==> src/rtl/uart_frame_feeder_pkg.sv <==
// Shared UART definitions: frame width and the feeder state encoding.
package uart_frame_feeder_pkg;

    localparam int FRAME_W = 24;

    typedef enum logic [1:0] {
        ST_IDLE = 2'd0,
        ST_FIRE = 2'd1,
        ST_WAIT = 2'd2,
        ST_GAP  = 2'd3
    } feeder_state_e;

endpackage

==> src/rtl/uart_frame_feeder_fifo.sv <==
// Single-clock synchronous FIFO; pointers carry an extra wrap bit so full and
// empty can be told apart when the indices match.
module frame_fifo #(
    parameter int W     = 24,
    parameter int DEPTH = 4
) (
    input  logic         clk,
    input  logic         rst,
    input  logic         push,
    input  logic         pop,
    input  logic [W-1:0] wdata,
    output logic [W-1:0] rdata,
    output logic         full,
    output logic         empty
);

    localparam int AW = (DEPTH > 1) ? $clog2(DEPTH) : 1;

    logic [AW:0]  wr_ptr_q, wr_ptr_d;
    logic [AW:0]  rd_ptr_q, rd_ptr_d;
    logic [W-1:0] mem_q [DEPTH];
    logic         push_ok_s;
    logic         pop_ok_s;

    assign empty = (wr_ptr_q == rd_ptr_q);
    assign full  = (wr_ptr_q[AW] != rd_ptr_q[AW]) &&
                   (wr_ptr_q[AW-1:0] == rd_ptr_q[AW-1:0]);
    assign rdata = mem_q[rd_ptr_q[AW-1:0]];

    // Next-pointer computation; overflowing pushes and underflowing pops are ignored.
    always_comb begin
        push_ok_s = push && !full;
        pop_ok_s  = pop && !empty;
        if (push_ok_s) begin
            wr_ptr_d = wr_ptr_q + {{AW{1'b0}}, 1'b1};
        end else begin
            wr_ptr_d = wr_ptr_q;
        end
        if (pop_ok_s) begin
            rd_ptr_d = rd_ptr_q + {{AW{1'b0}}, 1'b1};
        end else begin
            rd_ptr_d = rd_ptr_q;
        end
    end

    // Pointer registers.
    always_ff @(posedge clk or negedge rst) begin
        if (!rst) begin
            wr_ptr_q <= '0;
            rd_ptr_q <= '0;
        end else begin
            wr_ptr_q <= wr_ptr_d;
            rd_ptr_q <= rd_ptr_d;
        end
    end

    // Storage array; contents are only observed after a write, so no reset.
    always_ff @(posedge clk) begin
        if (push_ok_s) begin
            mem_q[wr_ptr_q[AW-1:0]] <= wdata;
        end
    end

endmodule

==> src/rtl/uart_frame_feeder.sv <==
// Buffers producer frames and launches them one at a time into a UART frame
// transmitter, enforcing an idle gap and a completion timeout per frame.
module uart_frame_feeder
    import uart_frame_feeder_pkg::*;
#(
    parameter int DEPTH       = 4,
    parameter int GAP_CYC     = 16,
    parameter int TIMEOUT_CYC = 100000
) (
    input  logic               clk,
    input  logic               rst,
    input  logic [FRAME_W-1:0] din,
    input  logic               din_valid,
    output logic               din_ready,
    input  logic               err_clr,
    output logic               tx_enable,
    output logic [FRAME_W-1:0] tx_data,
    input  logic               tx_done,
    output logic               busy,
    output logic               timeout_err,
    output logic [7:0]         ovf_cnt
);

    localparam int GAP_W = (GAP_CYC > 1) ? $clog2(GAP_CYC) : 1;
    localparam int TO_W  = (TIMEOUT_CYC > 1) ? $clog2(TIMEOUT_CYC) : 1;
    localparam logic [GAP_W-1:0] GAP_LAST = GAP_W'((GAP_CYC > 0) ? GAP_CYC - 1 : 0);
    localparam logic [TO_W-1:0]  TO_LAST  = TO_W'((TIMEOUT_CYC > 0) ? TIMEOUT_CYC - 1 : 0);
    localparam logic [GAP_W-1:0] GAP_ONE  = GAP_W'(1);
    localparam logic [TO_W-1:0]  TO_ONE   = TO_W'(1);

    feeder_state_e      state_q, state_d;
    logic [FRAME_W-1:0] tx_data_q, tx_data_d;
    logic               tx_enable_q, tx_enable_d;
    logic               tx_done_q, tx_done_d;
    logic               timeout_err_q, timeout_err_d;
    logic [7:0]         ovf_cnt_q, ovf_cnt_d;
    logic [GAP_W-1:0]   gap_cnt_q, gap_cnt_d;
    logic [TO_W-1:0]    to_cnt_q, to_cnt_d;

    logic               fifo_full_s;
    logic               fifo_empty_s;
    logic [FRAME_W-1:0] fifo_rdata_s;
    logic               push_s;
    logic               pop_s;
    logic               drop_s;
    logic               done_rise_s;
    logic               timeout_set_s;

    assign din_ready   = !fifo_full_s;
    assign push_s      = din_valid && !fifo_full_s;
    assign drop_s      = din_valid && fifo_full_s;
    assign done_rise_s = tx_done && !tx_done_q;

    assign tx_enable   = tx_enable_q;
    assign tx_data     = tx_data_q;
    assign timeout_err = timeout_err_q;
    assign ovf_cnt     = ovf_cnt_q;
    assign busy        = (state_q != ST_IDLE) || !fifo_empty_s;

    frame_fifo #(
        .W     (FRAME_W),
        .DEPTH (DEPTH)
    ) u_fifo (
        .clk   (clk),
        .rst   (rst),
        .push  (push_s),
        .pop   (pop_s),
        .wdata (din),
        .rdata (fifo_rdata_s),
        .full  (fifo_full_s),
        .empty (fifo_empty_s)
    );

    // Launch sequencing FSM plus counter and status next-state logic.
    always_comb begin
        state_d       = state_q;
        tx_data_d     = tx_data_q;
        gap_cnt_d     = gap_cnt_q;
        to_cnt_d      = to_cnt_q;
        pop_s         = 1'b0;
        timeout_set_s = 1'b0;
        tx_done_d     = tx_done;

        case (state_q)
            ST_IDLE: begin
                if (!fifo_empty_s) begin
                    pop_s     = 1'b1;
                    tx_data_d = fifo_rdata_s;
                    state_d   = ST_FIRE;
                end else begin
                    state_d   = ST_IDLE;
                end
            end
            ST_FIRE: begin
                to_cnt_d = '0;
                state_d  = ST_WAIT;
            end
            // An edge seen during FIRE is absorbed by tx_done_q and never reaches here.
            ST_WAIT: begin
                if (done_rise_s) begin
                    gap_cnt_d = '0;
                    state_d   = ST_GAP;
                end else if (to_cnt_q == TO_LAST) begin
                    gap_cnt_d     = '0;
                    timeout_set_s = 1'b1;
                    state_d       = ST_GAP;
                end else begin
                    to_cnt_d = to_cnt_q + TO_ONE;
                end
            end
            ST_GAP: begin
                if (gap_cnt_q == GAP_LAST) begin
                    state_d = ST_IDLE;
                end else begin
                    gap_cnt_d = gap_cnt_q + GAP_ONE;
                end
            end
            default: begin
                state_d = ST_IDLE;
            end
        endcase

        tx_enable_d = (state_d == ST_FIRE);

        if (err_clr) begin
            timeout_err_d = 1'b0;
            ovf_cnt_d     = 8'd0;
        end else begin
            timeout_err_d = timeout_err_q || timeout_set_s;
            if (drop_s && (ovf_cnt_q != 8'hFF)) begin
                ovf_cnt_d = ovf_cnt_q + 8'd1;
            end else begin
                ovf_cnt_d = ovf_cnt_q;
            end
        end
    end

    // Feeder state registers.
    always_ff @(posedge clk or negedge rst) begin
        if (!rst) begin
            state_q       <= ST_IDLE;
            tx_data_q     <= '0;
            tx_enable_q   <= 1'b0;
            tx_done_q     <= 1'b0;
            timeout_err_q <= 1'b0;
            ovf_cnt_q     <= 8'd0;
            gap_cnt_q     <= '0;
            to_cnt_q      <= '0;
        end else begin
            state_q       <= state_d;
            tx_data_q     <= tx_data_d;
            tx_enable_q   <= tx_enable_d;
            tx_done_q     <= tx_done_d;
            timeout_err_q <= timeout_err_d;
            ovf_cnt_q     <= ovf_cnt_d;
            gap_cnt_q     <= gap_cnt_d;
            to_cnt_q      <= to_cnt_d;
        end
    end

endmodule

==> config.mk <==
export PLATFORM = sky130hd
export DESIGN_NAME = uart_frame_feeder
export DESIGN_NICKNAME = d
export VERILOG_FILES = /design/src/rtl/uart_frame_feeder_pkg.sv /design/src/rtl/uart_frame_feeder_fifo.sv /design/src/rtl/uart_frame_feeder.sv
export SDC_FILE = /design/constraint.sdc
export NUM_CORES = 1
export LEC_CHECK = 0
export ABC_AREA = 1
export CORE_ASPECT_RATIO = 1.25
export CORE_MARGIN = 3
export CORE_UTILIZATION = 52
export CTS_CLUSTER_DIAMETER = 30
export DETAILED_ROUTE_END_ITERATION = 10
export DONT_BUFFER_PORTS = 1
export PLACE_DENSITY = 0.69
export SYNTH_ARGS = -nofsm -noshare
export SYNTH_HDL_FRONTEND = slang
export SYNTH_SLANG_ARGS = --single-unit
export TNS_END_PERCENT = 1
==> constraint.sdc <==
create_clock -name clk -period 3.2 [get_ports clk]
set_input_delay 0.16 -clock clk [delete_from_list [all_inputs] [get_ports clk]]
set_output_delay 0.16 -clock clk [all_outputs]
set_load 0.05 [all_outputs]
==> impl_metrics.csv <==
group,metric,value,unit
run_status,outcome,"finished, final reports clean",
place,numPortBuffers,0,
clock_network,clockBufferDepth,2,
setup_path,max_stage_delay,0.71,ns
global_route,grt_pass1_wl,23300,um
job,drv_cap,0,
sta,setup_ws,0.721,ns
power,power_frac_seq,43.8,%
routing,ant_nets,0,
sta,period_needed,2.48,ns
setup_path,end_kind,"output port",
layout,drive_above_1_share,8.79,%
routing,vias,4886,
place,dp_slack,1.06,ns
sta,max_freq,403,MHz
power,powerDensity,995,nW/um2
routing,vias_per_cell,5.50,
logic_synthesis,synth_edf_count,96,
routing,wl,14600,um
global_route,gr-usage-all-layers,20.4,%
power,peakVddDrop,0.641,mV
layout,n_fill_cell,1058,
routing,drcViolationCount,0,
logic_synthesis,async_reset_ff_share,40.0,%
layout,area_growth,15.0,%
setup_path,crit_chain,"inv_1 -> ha_1 -> nand4_1",
logic_synthesis,synth_nets,719,
floorplanning,coreArea,13300,um2
global_route,grt_antenna_before_repair,0,
logic_synthesis,synth_top_area_cell,"edfxtp_1",
logic_synthesis,ys_warn_count,0,
power,combPwrFrac,30.1,%
power,p_leak,3.29,nW
floorplanning,initial_core_util,53.2,%
logic_synthesis,synth_commonest_cells,"nand2_1, edfxtp_1, nor2_1",
layout,n_antenna_cell,0,
power,p_switching,0.00332,W
sta,tightest_slew,0.811,ns
sta,hold_violations,0,
sta,slew_viol_final,0,
logic_synthesis,synthFlopType,"edfxtp_1",
setup_path,cp_slowest_cell,"ha_1",
setup_path,timing_worst_setup_path_type,"reg -> out",
layout,design_area,8140,um2
routing,routedWlPerCell,16.4,um
sta,timing.slew.headroom,46.0,%
global_route,grt_pass1_vias,4841,
logic_synthesis,ys_seq_area_share,63.4,%
setup_path,required,3.04,ns
power,pwr-share-clk,26.1,%
clock_network,cts_setup_buffers,0,
min_path,min_path_type,"in -> reg",
floorplanning,ioPinCount,65,
sta,fin_skew,0.00759,ns
sta,setup_viol,0,
clock_network,htree_levels,4,
floorplanning,die_area,15100,um2
sta,layout_worst_path_cycle_share,77.5,%
power,power.share.switching,41.0,%
logic_synthesis,synth.area.top_cells,"edfxtp_1, dfrtp_1, nand2_1",
power,internal_power,0.00478,W
routing,first_pass_iters,5,
layout,final_net_count,746,
floorplanning,die_h,136,um
logic_synthesis,synth_top_area_share,40.7,%
clock_network,insertion_delay,0.42,ns
global_route,grt.overflow.total,0,
clock_network,clock-root-buffer,"clkbuf_16",
clock_network,clkTransAtPathRegs,0.06,ns
place,placed_area,7210,um2
layout,regArea,4480,um2
logic_synthesis,yosysMostFrequentCell,"nand2_1",
routing,drt-initial-drc-count,356,
clock_network,cts_sinks,160,
logic_synthesis,ys_ff_latch,160,
setup_path,crit_fanout,15,
place,dpl.hpwl,8850,um
sta,rsz0062_at_grt,"no",
logic_synthesis,netlist_area,7080,um2
floorplanning,fp.dieW,110,um
place,gp_congestion,0.883,
clock_network,cts_tree,"yes",
clock_network,cts_buffers,17,
setup_path,start_kind,"flip-flop",
logic_synthesis,syn_avg_cell_area,10.4,um2
setup_path,arrival,2.32,ns
global_route,grt_max_degree,65,
logic_synthesis,synth_cells,678,
floorplanning,num_rows,47,
sta,setup_tns,0,ns
logic_synthesis,synth_cell_types,36,
layout,multiInputGateArea,2330,um2
[placed cells by master (no fill, tap or decap), drive strengths merged, types with 6 or more instances in the layout]
master       instances
inv                 31
xor2                14
edfxtp              96
dlygate4sd3         27
clkinv               9
clkbuf              18
o22ai               24
nand4                8
nand3               67
ha                  12
buf                  9
xnor2                6
dfrtp               64
nand2              159
o21ai               54
nor2               100
[power by group through the flow]
stage          combinational, W  sequential, W  clock, W
2_1_floorplan           0.00188        0.00352         0
3_3_place_gp            0.00230        0.00357         0
3_5_place_dp            0.00238        0.00359         0
4_1_cts                 0.00245        0.00355   0.00214
5_1_grt                 0.00274        0.00359   0.00224
6_report                0.00244        0.00355   0.00211
[final cells by class]
cell class / instances / share of cell area [%]
Sequential cell: 160 / 55.1
Multi-Input combinational cell: 458 / 28.7
Clock buffer: 18 / 5.40
Timing Repair Buffer: 36 / 4.40
Tap cell: 171 / 2.63
Clock inverter: 13 / 2.28
Inverter: 32 / 1.49
[per-stage QoR]
step	instances	util, %	hold WS (ns)	power [W]
after global routing	888	61.2	0.0400	0.00857
after global placement	829	54.3	-0.134	0.00588
final	888	61.2	0.0260	0.00810
after detailed placement	829	54.3	-0.134	0.00597
after floorplan	678	-	-0.136	0.00541
after CTS	888	61.2	0.0117	0.00814
[state kept, by name, summed over array words and instances, names as in the netlist]
signal	count
tx_enable	1
timeout_err	1
u_fifo.wr_ptr_q	3
tx_done_q	1
u_fifo.mem_q	96
state_q	2
gap_cnt_q	4
ovf_cnt	8
tx_data	24
to_cnt_q	17
u_fifo.rd_ptr_q	3
[critical path, delay by kind of cell (launching register included)]
kind          cells  cell delay, ns
simple gates      1            0.67
flops             1            0.39
buf+inv           1            0.13
fa+ha+maj         1            0.71
[routing by layer]
layer	GRT usage, %	part of all wire (%)
met4	7.39	1.6
met5	0	0
met1	23.9	41
met2	35.7	52
met3	5.42	5.2
[path summary, 6_finish.rpt]
path | from | end | slack, ns | depth (start not counted)
min | din_valid | ovf_cnt[4]$_DFFE_PN0P_ | 0.03 | 3
min in group asynchronous | rst | ovf_cnt[3]$_DFFE_PN0P_ | 0.29 | 2
max in group asynchronous | rst | tx_data[3]$_DFFE_PN0P_ | 2.65 | 2
max reg2reg | state_q[0]$_DFF_PN0_ | gap_cnt_q[2]$_DFFE_PN0P_ | 1.00 | 7
min reg2reg | u_fifo.rd_ptr_q[2]$_DFFE_PN0P_ | u_fifo.rd_ptr_q[2]$_DFFE_PN0P_ | 0.53 | 1
max | state_q[0]$_DFF_PN0_ | busy | 0.72 | 3
[logic make-up after synthesis]
logic type	synth area share (%)
and+or+nand+nor	21.1
DFF	63.4
AOI/OAI and AO/OA	6.65
buffers and inverters	3.78
xor gates and xnor gates	2.95
adders and majority gates	2.12
[what timing repair did]
item	CTS	global route
setup endpoints to repair	0	0
endpoints found under the hold margin	164	0
resized for setup	0	0
hold buffers	28	0
Power figures use the tool's default switching activity.
